$ cat src/rtl/vocoder_pkg.sv
// Shared types and config words for the FFT feeder path.
// Config word: bit0=1 selects a forward transform, bit0=0 an inverse transform.
package vocoder_pkg;

  localparam int CFG_W = 16;
  localparam logic [CFG_W-1:0] CFG_FWD = 16'h0001;
  localparam logic [CFG_W-1:0] CFG_INV = 16'h0000;

  localparam int SAMPLE_W = 24;

  typedef enum logic {
    S_CFG = 1'b0,
    S_RUN = 1'b1
  } feeder_state_t;

  // One word on the transform data bus: imaginary part in the upper half.
  typedef struct packed {
    logic signed [SAMPLE_W-1:0] im;
    logic signed [SAMPLE_W-1:0] re;
  } cplx_t;

endpackage

$ cat src/rtl/sample_fifo.sv
// First-word-fall-through sync FIFO: the head is readable combinationally; a push to an empty FIFO shows up next cycle.
// A push into a full FIFO is taken only when a pop happens in the same cycle, otherwise the caller must drop it.
module sample_fifo #(
  parameter int WIDTH = 24,
  parameter int DEPTH = 16
) (
  input  logic             clk,
  input  logic             rst_n,
  input  logic             push,
  input  logic [WIDTH-1:0] pushData,
  input  logic             pop,
  output logic             full,
  output logic             empty,
  output logic [WIDTH-1:0] head
);

  localparam int AW = $clog2(DEPTH);
  localparam logic [AW:0] FULL_CNT = (AW+1)'(DEPTH);

  logic [WIDTH-1:0] mem [DEPTH];
  logic [AW-1:0]    wrPtr;
  logic [AW-1:0]    rdPtr;
  logic [AW:0]      count;
  logic             wrEn;
  logic             rdEn;

  assign full  = (count == FULL_CNT);
  assign empty = (count == '0);
  assign head  = mem[rdPtr];

  // When full, the slot being written is the one being read, so the pop frees it.
  assign wrEn = push && (!full || pop);
  assign rdEn = pop && !empty;

  always_ff @(posedge clk or negedge rst_n) begin
    if (!rst_n) begin
      wrPtr <= '0;
      rdPtr <= '0;
      count <= '0;
    end else begin
      if (wrEn) wrPtr <= wrPtr + 1'b1;
      if (rdEn) rdPtr <= rdPtr + 1'b1;
      case ({wrEn, rdEn})
        2'b10:   count <= count + 1'b1;
        2'b01:   count <= count - 1'b1;
        default: count <= count;
      endcase
    end
  end

  always_ff @(posedge clk) begin
    if (wrEn) mem[wrPtr] <= pushData;
  end

endmodule

$ cat src/rtl/fft_frame_feeder.sv
// Feeds buffered real samples to the FFT core after a one-shot config word, adding tlast every FRAME_LEN points.
// One cycle from sample to tvalid; data stalls under tready=0 while the source keeps pushing and overflow drops are flagged.
module fft_frame_feeder
  import vocoder_pkg::*;
#(
  parameter int                   DATAWIDTH  = $bits(cplx_t),
  parameter int                   FRAME_LEN  = 1024,
  parameter int                   FIFO_DEPTH = 16,
  parameter int                   CFG_WIDTH  = CFG_W,
  parameter logic [CFG_WIDTH-1:0] CFG_WORD   = CFG_FWD
) (
  input  logic                   clk,
  input  logic                   rst_n,
  input  logic [DATAWIDTH/2-1:0] sample_in,
  input  logic                   sample_valid,
  output logic [CFG_WIDTH-1:0]   cfg_tdata,
  output logic                   cfg_tvalid,
  input  logic                   cfg_tready,
  output logic [DATAWIDTH-1:0]   fft_tdata,
  output logic                   fft_tvalid,
  input  logic                   fft_tready,
  output logic                   fft_tlast,
  input  logic                   tlast_err_in,
  output logic                   overflow,
  output logic                   frame_err,
  output logic [15:0]            frames_sent
);

  localparam int HALF  = DATAWIDTH / 2;
  localparam int IDX_W = $clog2(FRAME_LEN);
  localparam logic [IDX_W-1:0] LAST_IDX = IDX_W'(FRAME_LEN - 1);

  feeder_state_t   state;
  feeder_state_t   nextState;
  logic            fifoFull;
  logic            fifoEmpty;
  logic [HALF-1:0] fifoHead;
  logic [IDX_W-1:0] frameIdx;
  logic            dataHs;
  logic            dropSample;

  sample_fifo #(
    .WIDTH (HALF),
    .DEPTH (FIFO_DEPTH)
  ) uFifo (
    .clk      (clk),
    .rst_n    (rst_n),
    .push     (sample_valid),
    .pushData (sample_in),
    .pop      (dataHs),
    .full     (fifoFull),
    .empty    (fifoEmpty),
    .head     (fifoHead)
  );

  always_ff @(posedge clk or negedge rst_n) begin
    if (!rst_n) state <= S_CFG;
    else        state <= nextState;
  end

  always_comb begin
    nextState = state;
    if (state == S_CFG && cfg_tready) nextState = S_RUN;
  end

  // tvalid must read low while reset is held even though the reset state is S_CFG.
  always_comb begin
    cfg_tvalid = rst_n && (state == S_CFG);
    cfg_tdata  = CFG_WORD;
    fft_tvalid = (state == S_RUN) && !fifoEmpty;
  end

  assign fft_tdata  = {{(DATAWIDTH-HALF){1'b0}}, fifoHead};
  assign fft_tlast  = fft_tvalid && (frameIdx == LAST_IDX);
  assign dataHs     = fft_tvalid && fft_tready;
  assign dropSample = sample_valid && fifoFull && !dataHs;

  // FRAME_LEN is a power of two, so the index wraps to zero on its own.
  always_ff @(posedge clk or negedge rst_n) begin
    if (!rst_n) begin
      frameIdx    <= '0;
      overflow    <= 1'b0;
      frame_err   <= 1'b0;
      frames_sent <= '0;
    end else begin
      if (dataHs)             frameIdx    <= frameIdx + 1'b1;
      if (dataHs && fft_tlast) frames_sent <= frames_sent + 16'd1;
      if (dropSample)         overflow    <= 1'b1;
      if (tlast_err_in)       frame_err   <= 1'b1;
    end
  end

endmodule

$ cat config.mk
export PLATFORM = sky130hd
export DESIGN_NAME = fft_frame_feeder
export DESIGN_NICKNAME = d
export VERILOG_FILES = /design/src/rtl/vocoder_pkg.sv /design/src/rtl/sample_fifo.sv /design/src/rtl/fft_frame_feeder.sv
export SDC_FILE = /design/constraint.sdc
export NUM_CORES = 1
export LEC_CHECK = 0
export ABC_AREA = 0
export BUFFER_PORTS_ARGS = -buffer_cell sky130_fd_sc_hd__buf_2
export CELL_PAD_IN_SITES_DETAIL_PLACEMENT = 1
export CELL_PAD_IN_SITES_GLOBAL_PLACEMENT = 2
export CORE_UTILIZATION = 47
export CTS_CLUSTER_SIZE = 28
export DETAILED_ROUTE_END_ITERATION = 16
export PLACE_DENSITY_LB_ADDON = 0.1
export SLEW_MARGIN = 20
export SYNTH_ARGS = -nofsm -noshare
export SYNTH_HDL_FRONTEND = slang
export SYNTH_SLANG_ARGS = --single-unit
export TNS_END_PERCENT = 5
$ cat constraint.sdc
create_clock -name clk -period 4.5 [get_ports clk]
set_input_delay 1.125 -clock clk [delete_from_list [all_inputs] [get_ports clk]]
set_output_delay 1.125 -clock clk [all_outputs]
set_load 0.005 [all_outputs]
## Word level (Yosys, flattened, before mapping)

Memories as Yosys holds them, arrays and structs flattened.
Index checks and enable logic that the tools add are counted.
W data, S select, Z words.

| storage, ports and cells | value |
|---|---|
| register bits after elaboration | 42 |
| RAM bits | 384 |
| input port bits | 30 |
| output and inout bits | 85 |
| word-level logic and storage cells | 39 |
| memories | 1 |

Memory list:

| name | depth | width | read ports | clocked after memory_dff | wr ports | line | text |
|---|---|---|---|---|---|---|---|
| uFifo.mem | 16 | 24 | 1 | 0 | 1 | sample_fifo.sv:20 | `logic [WIDTH-1:0] mem [DEPTH];` |

| cells by class | value |
|---|---|
| add/sub/neg operators | 6 |
| equal/unequal tests | 4 |
| multiplexer cells | 3 |
| bitwise operators | 1 |
| reduce and logical (&&, ||, !) cells | 16 |

Operators by type and width:

| operator | count |
|---|---|
| $add A16 B1 Y16 const B | 1 |
| $add A10 B1 Y10 const B | 1 |
| $eq A10 B10 Y1 const B | 1 |
| $logic_and A1 B1 Y1 | 10 |
| $pmux W5 S2 | 1 |
| $add A4 B1 Y4 const B | 2 |
| $add A5 B1 Y5 const B | 1 |
| $eq A5 B5 Y1 const B | 1 |
| $logic_not A5 Y1 | 1 |
| $sub A5 B1 Y5 const B | 1 |
| $logic_not A1 Y1 | 3 |
| $eq A2 B1 Y1 const B | 1 |
| $eq A2 B2 Y1 const B | 1 |
| $mux W1 | 2 |
| $reduce_bool A2 Y1 | 1 |
| $logic_or A1 B1 Y1 | 1 |
| $not A1 Y1 | 1 |

## Longest topological paths before layout

| logic depth | value |
|---|---|
| depth after elaboration | 8 |
| depth in mapped cells | 11 |
| gate-level depth less buffers | 10 |

## Hierarchy

Synthesis repeated with hierarchy kept, for this count alone.

| second synthesis, totals | value |
|---|---|
| cell total of the unflattened synthesis | 939 |
| area, all modules | 17,364.2 um2 |

By module, submodules not included:

| module | times used | cells each | area an instance (um2) | seq. area each (um2) |
|---|---|---|---|---|
| sample_fifo | 1 | 784 | 15,718.8 | 11,856.4 |
| fft_frame_feeder | 1 | 155 | 1,645.3 | 725.7 |

## Worst setup path after synthesis

Ideal clock, no wire load.

| timing | value |
|---|---|
| path kind | input port to flip-flop |
| from | input fft_tready |
| to | memory uFifo.mem[3][0], enable pin |
| setup time | 0.435 ns |
| arrival | 3.488 ns |
| setup slack | 0.577 ns |
| cell stages on the path | 4 |
| cells stage by stage | nand2_1 -> a31oi_2 -> nand2_1 -> nor3_1 |

| between the ends | value |
|---|---|
| word-level cells in the longest chain between the ends | 5 |

Ends and longest elaborated chain:

| what | line | text |
|---|---|---|
| start: declaration | fft_frame_feeder.sv:21 | `input logic fft_tready,` |
| $logic_and A1 B1 Y1 | fft_frame_feeder.sv:75 | `assign dataHs = fft_tvalid && fft_tready;` |
| $logic_or A1 B1 Y1 | sample_fifo.sv:32 | `assign wrEn = push && (!full \|\| pop);` |
| $logic_and A1 B1 Y1 | sample_fifo.sv:32 |  |
| $mux W1 | sample_fifo.sv:52 | `if (wrEn) mem[wrPtr] <= pushData;` |
| $mux W1 (implied by the code) | sample_fifo.sv:52 |  |
| end: declaration | sample_fifo.sv:20 |  |

Every way passes these cells.

## Worst setup path after layout

| timing | value |
|---|---|
| from | register uFifo.rdPtr[0] |
| to | output fft_tdata[17] |

| between the ends | value |
|---|---|
| word-level cells in the longest chain between the ends | 1 |

Ends and longest elaborated chain:

| what | line | text |
|---|---|---|
| start: declaration | sample_fifo.sv:22 | `logic [AW-1:0] rdPtr;` |
| start signal: assignment | sample_fifo.sv:42 | `if (rdEn) rdPtr <= rdPtr + 1'b1;` |
| $mem_v2 Z16 W24 | - |  |
| end: declaration | fft_frame_feeder.sv:19 | `output logic [DATAWIDTH-1:0] fft_tdata,` |

Every way passes these cells.

==> results_dict.tcl <==
set metrics [dict create \
    drtIter0Drc 579 \
    finalMaxSlewViolations 0 \
    cts_made_buffers 44 \
    dieArea_um2 36600 \
    grt_pass1_wl_mm 55.5 \
    layout.nets 997 \
    pin_count 115 \
    die_width_um 191 \
    power_uw 11600 \
    cts_resized 0 \
    grt_pass1_vias 8913 \
    start_kind "register" \
    setup_viol 0 \
    drc_errors 0 \
    drtPass1Iterations 5 \
    tns_ns 0 \
    worstMarginPinSlew_ns 1.11 \
    ys_ff_latch 426 \
    viasPerCell 5.71 \
    r2r_slack_ns 1.62 \
    nFillCells 3133 \
    cts.sinks 426 \
    required_ns 3.38 \
    hold_class "register to register" \
    cp-end-kind "output pin" \
    chipHeight_um 191 \
    path_class "register to output pin" \
    endpoint "fft_tdata[17]" \
    port_buffers 74 \
    syn_area_um2 16900 \
    status "completed" \
    maxSlewHeadroom_pct 26.1 \
    max_freq_mhz 249 \
    seqCellArea_um2 12600 \
    cts_buffer_depth 3 \
    hold_buffers 0 \
    dp_hpwl_mm 21.4 \
    synth_warnings 0 \
    coreArea_um2 35500 \
    cts.clk_slew.worst_paths_ns 0.06 \
    via_count 8264 \
    floorplan.initialDensity_pct 47.5 \
    ys_seq_area_share_pct 74.6 \
    timing.rr.end "uFifo.mem[7][16]" \
    synth.avg_cell_area_um2 20.1 \
    fin_crit_sh_pct 89.4 \
    arrival_ns 2.90 \
    layout_common_cells "edfxtp_1 (384), mux4_2 (96), buf_2 (74), a22oi_1 (49), clkbuf_16 (45)" \
    overflow 0 \
    crit_fanout 41 \
    reg2regPathDepth 5 \
    area_growth_pct 14.2 \
    min_period_ns 4.02 \
    drive_above_1_share_pct 30.6 \
    root_buffer "clkbuf_16" \
    final_antenna_net_count 0 \
    num_rows 69 \
    maxCapViolCount 0 \
    grt_max_degree 47 \
    vdd_drop_max_uv 323 \
    syn_inst 841 \
    rr_startpoint "uFifo.count[1]" \
    clock_skew_ns 0.00899 \
    grt.total_usage_pct 21.0 \
    final_common_cell "edfxtp_1" \
    rsz0062_at_grt "false" \
    cts_tree "done" \
    multi_input_area_um2 3970 \
    hold_viol 0 \
    cts_max_level 2 \
    wl_per_cell_um 25.6 \
    p_leak_uw 0.00664 \
    insertion_delay_ns 0.54 \
    powerDensity_nw_per_um2 604 \
    crit_path_start "uFifo.rdPtr[0]" \
    yosys.cell_types.count 40 \
    insertedDiodeCount 0 \
    post_cts_buffers 0 \
    antenna_found_initial 1 \
    wl_mm 37.0 \
    gp_congestion 0.754 \
]
-- Yosys cell counts (all sizes together) --
| cell | number | area share [%] |
|---|---|---|
| a211o | 1 | 0.052 |
| a211oi | 1 | 0.045 |
| a21oi | 4 | 0.12 |
| a22oi | 49 | 2.2 |
| a31oi | 1 | 0.074 |
| a32oi | 1 | 0.052 |
| a41o | 1 | 0.059 |
| and2 | 3 | 0.11 |
| and3 | 5 | 0.19 |
| and3b | 2 | 0.10 |
| and4 | 2 | 0.10 |
| buf | 59 | 2.4 |
| clkbuf | 20 | 0.45 |
| conb | 2 | 0.045 |
| dfrtp | 42 | 6.2 |
| edfxtp | 384 | 68 |
| ha | 10 | 0.74 |
| inv | 9 | 0.20 |
| mux2 | 4 | 0.27 |
| mux4 | 96 | 13 |
| nand2 | 43 | 0.96 |
| nand2b | 3 | 0.11 |
| nand3 | 9 | 0.34 |
| nand4 | 6 | 0.22 |
| nand4bb | 1 | 0.067 |
| nor2 | 15 | 0.33 |
| nor2b | 4 | 0.15 |
| nor3 | 11 | 0.33 |
| nor4 | 10 | 0.77 |
| o21ai | 3 | 0.089 |
| o31ai | 1 | 0.045 |
| or2 | 2 | 0.074 |
| xnor2 | 15 | 0.78 |
| xor2 | 22 | 1.1 |
-- logic make-up after synthesis --
logic type	synth area share, %
DFF	74.6
buffers and inverters	3.04
other	0.0445
and+or+nand+nor	3.86
adders and majority gates	0.742
AOI/OAI and AO/OA	2.71
xor gates and xnor gates	1.92
muxes	13.1
-- per-stage QoR --
step | cell area, µm² | hold slack (ns) | std cells | setup WS, ns | util (%)
3_5_place_dp | 17900 | 0.456 | 1372 | 0.777 | 50.5
3_3_place_gp | 17900 | 0.450 | 1372 | 0.822 | 50.5
5_1_grt | 19300 | 0.499 | 1448 | 0.267 | 54.3
2_1_floorplan | 17000 | 0.438 | 879 | 0.577 | -
6_report | 19300 | 0.468 | 1448 | 0.478 | 54.3
4_1_cts | 19300 | 0.474 | 1448 | 0.395 | 54.3
-- state kept, by name, summed over array words and instances (netlist names) --
register	flops
frames_sent	16
uFifo.rdPtr	4
frameIdx	10
frame_err	1
state	1
overflow	1
uFifo.count	5
uFifo.wrPtr	4
uFifo.mem	384
-- worst max-delay path: stages (launching register included) --
cell and delay [ns]:
dfrtp_4 1.01, buf_4 0.36, mux4_2 0.54, a22oi_1 0.22
nand2_1 0.08, buf_2 0.14
-- metal layers --
layer / global-route usage (%) / up-vias / wire length [µm]
li1: - / 3556 / -
met1: 28.4 / 4398 / 15600
met2: 34.9 / 250 / 18600
met3: 3.89 / 58 / 2120
met4: 5.89 / 2 / 758
met5: 0 / - / 10
-- cell type report --
cell class | count | area share (%)
inverter | 9 | 0.175
sequential | 426 | 65.3
timing repair buffer | 111 | 3.95
multi-input combinational | 365 | 20.6
clock buffer | 60 | 6.19
tap | 461 | 2.99
clock inverter | 16 | 0.734
-- power by group --
group	internal (µW)	switching, µW
clock	1970	1440
combinational	1480	1570
sequential	4770	404
-- worst min path at each step --
| stage | cells after the start | from | end | slack (ns) |
|---|---|---|---|---|
| detailed placement | 1 | frames_sent[15] | frames_sent[15] | 0.46 |
| finish | 1 | frames_sent[15] | frames_sent[15] | 0.47 |
| global route | 1 | frameIdx[6] | frameIdx[6] | 0.50 |
| global placement | 1 | overflow | overflow | 0.45 |
| floorplan | 1 | frameIdx[6] | frameIdx[6] | 0.44 |
| CTS | 1 | frames_sent[15] | frames_sent[15] | 0.47 |
No activity file was read; power rests on OpenSTA's default activity.
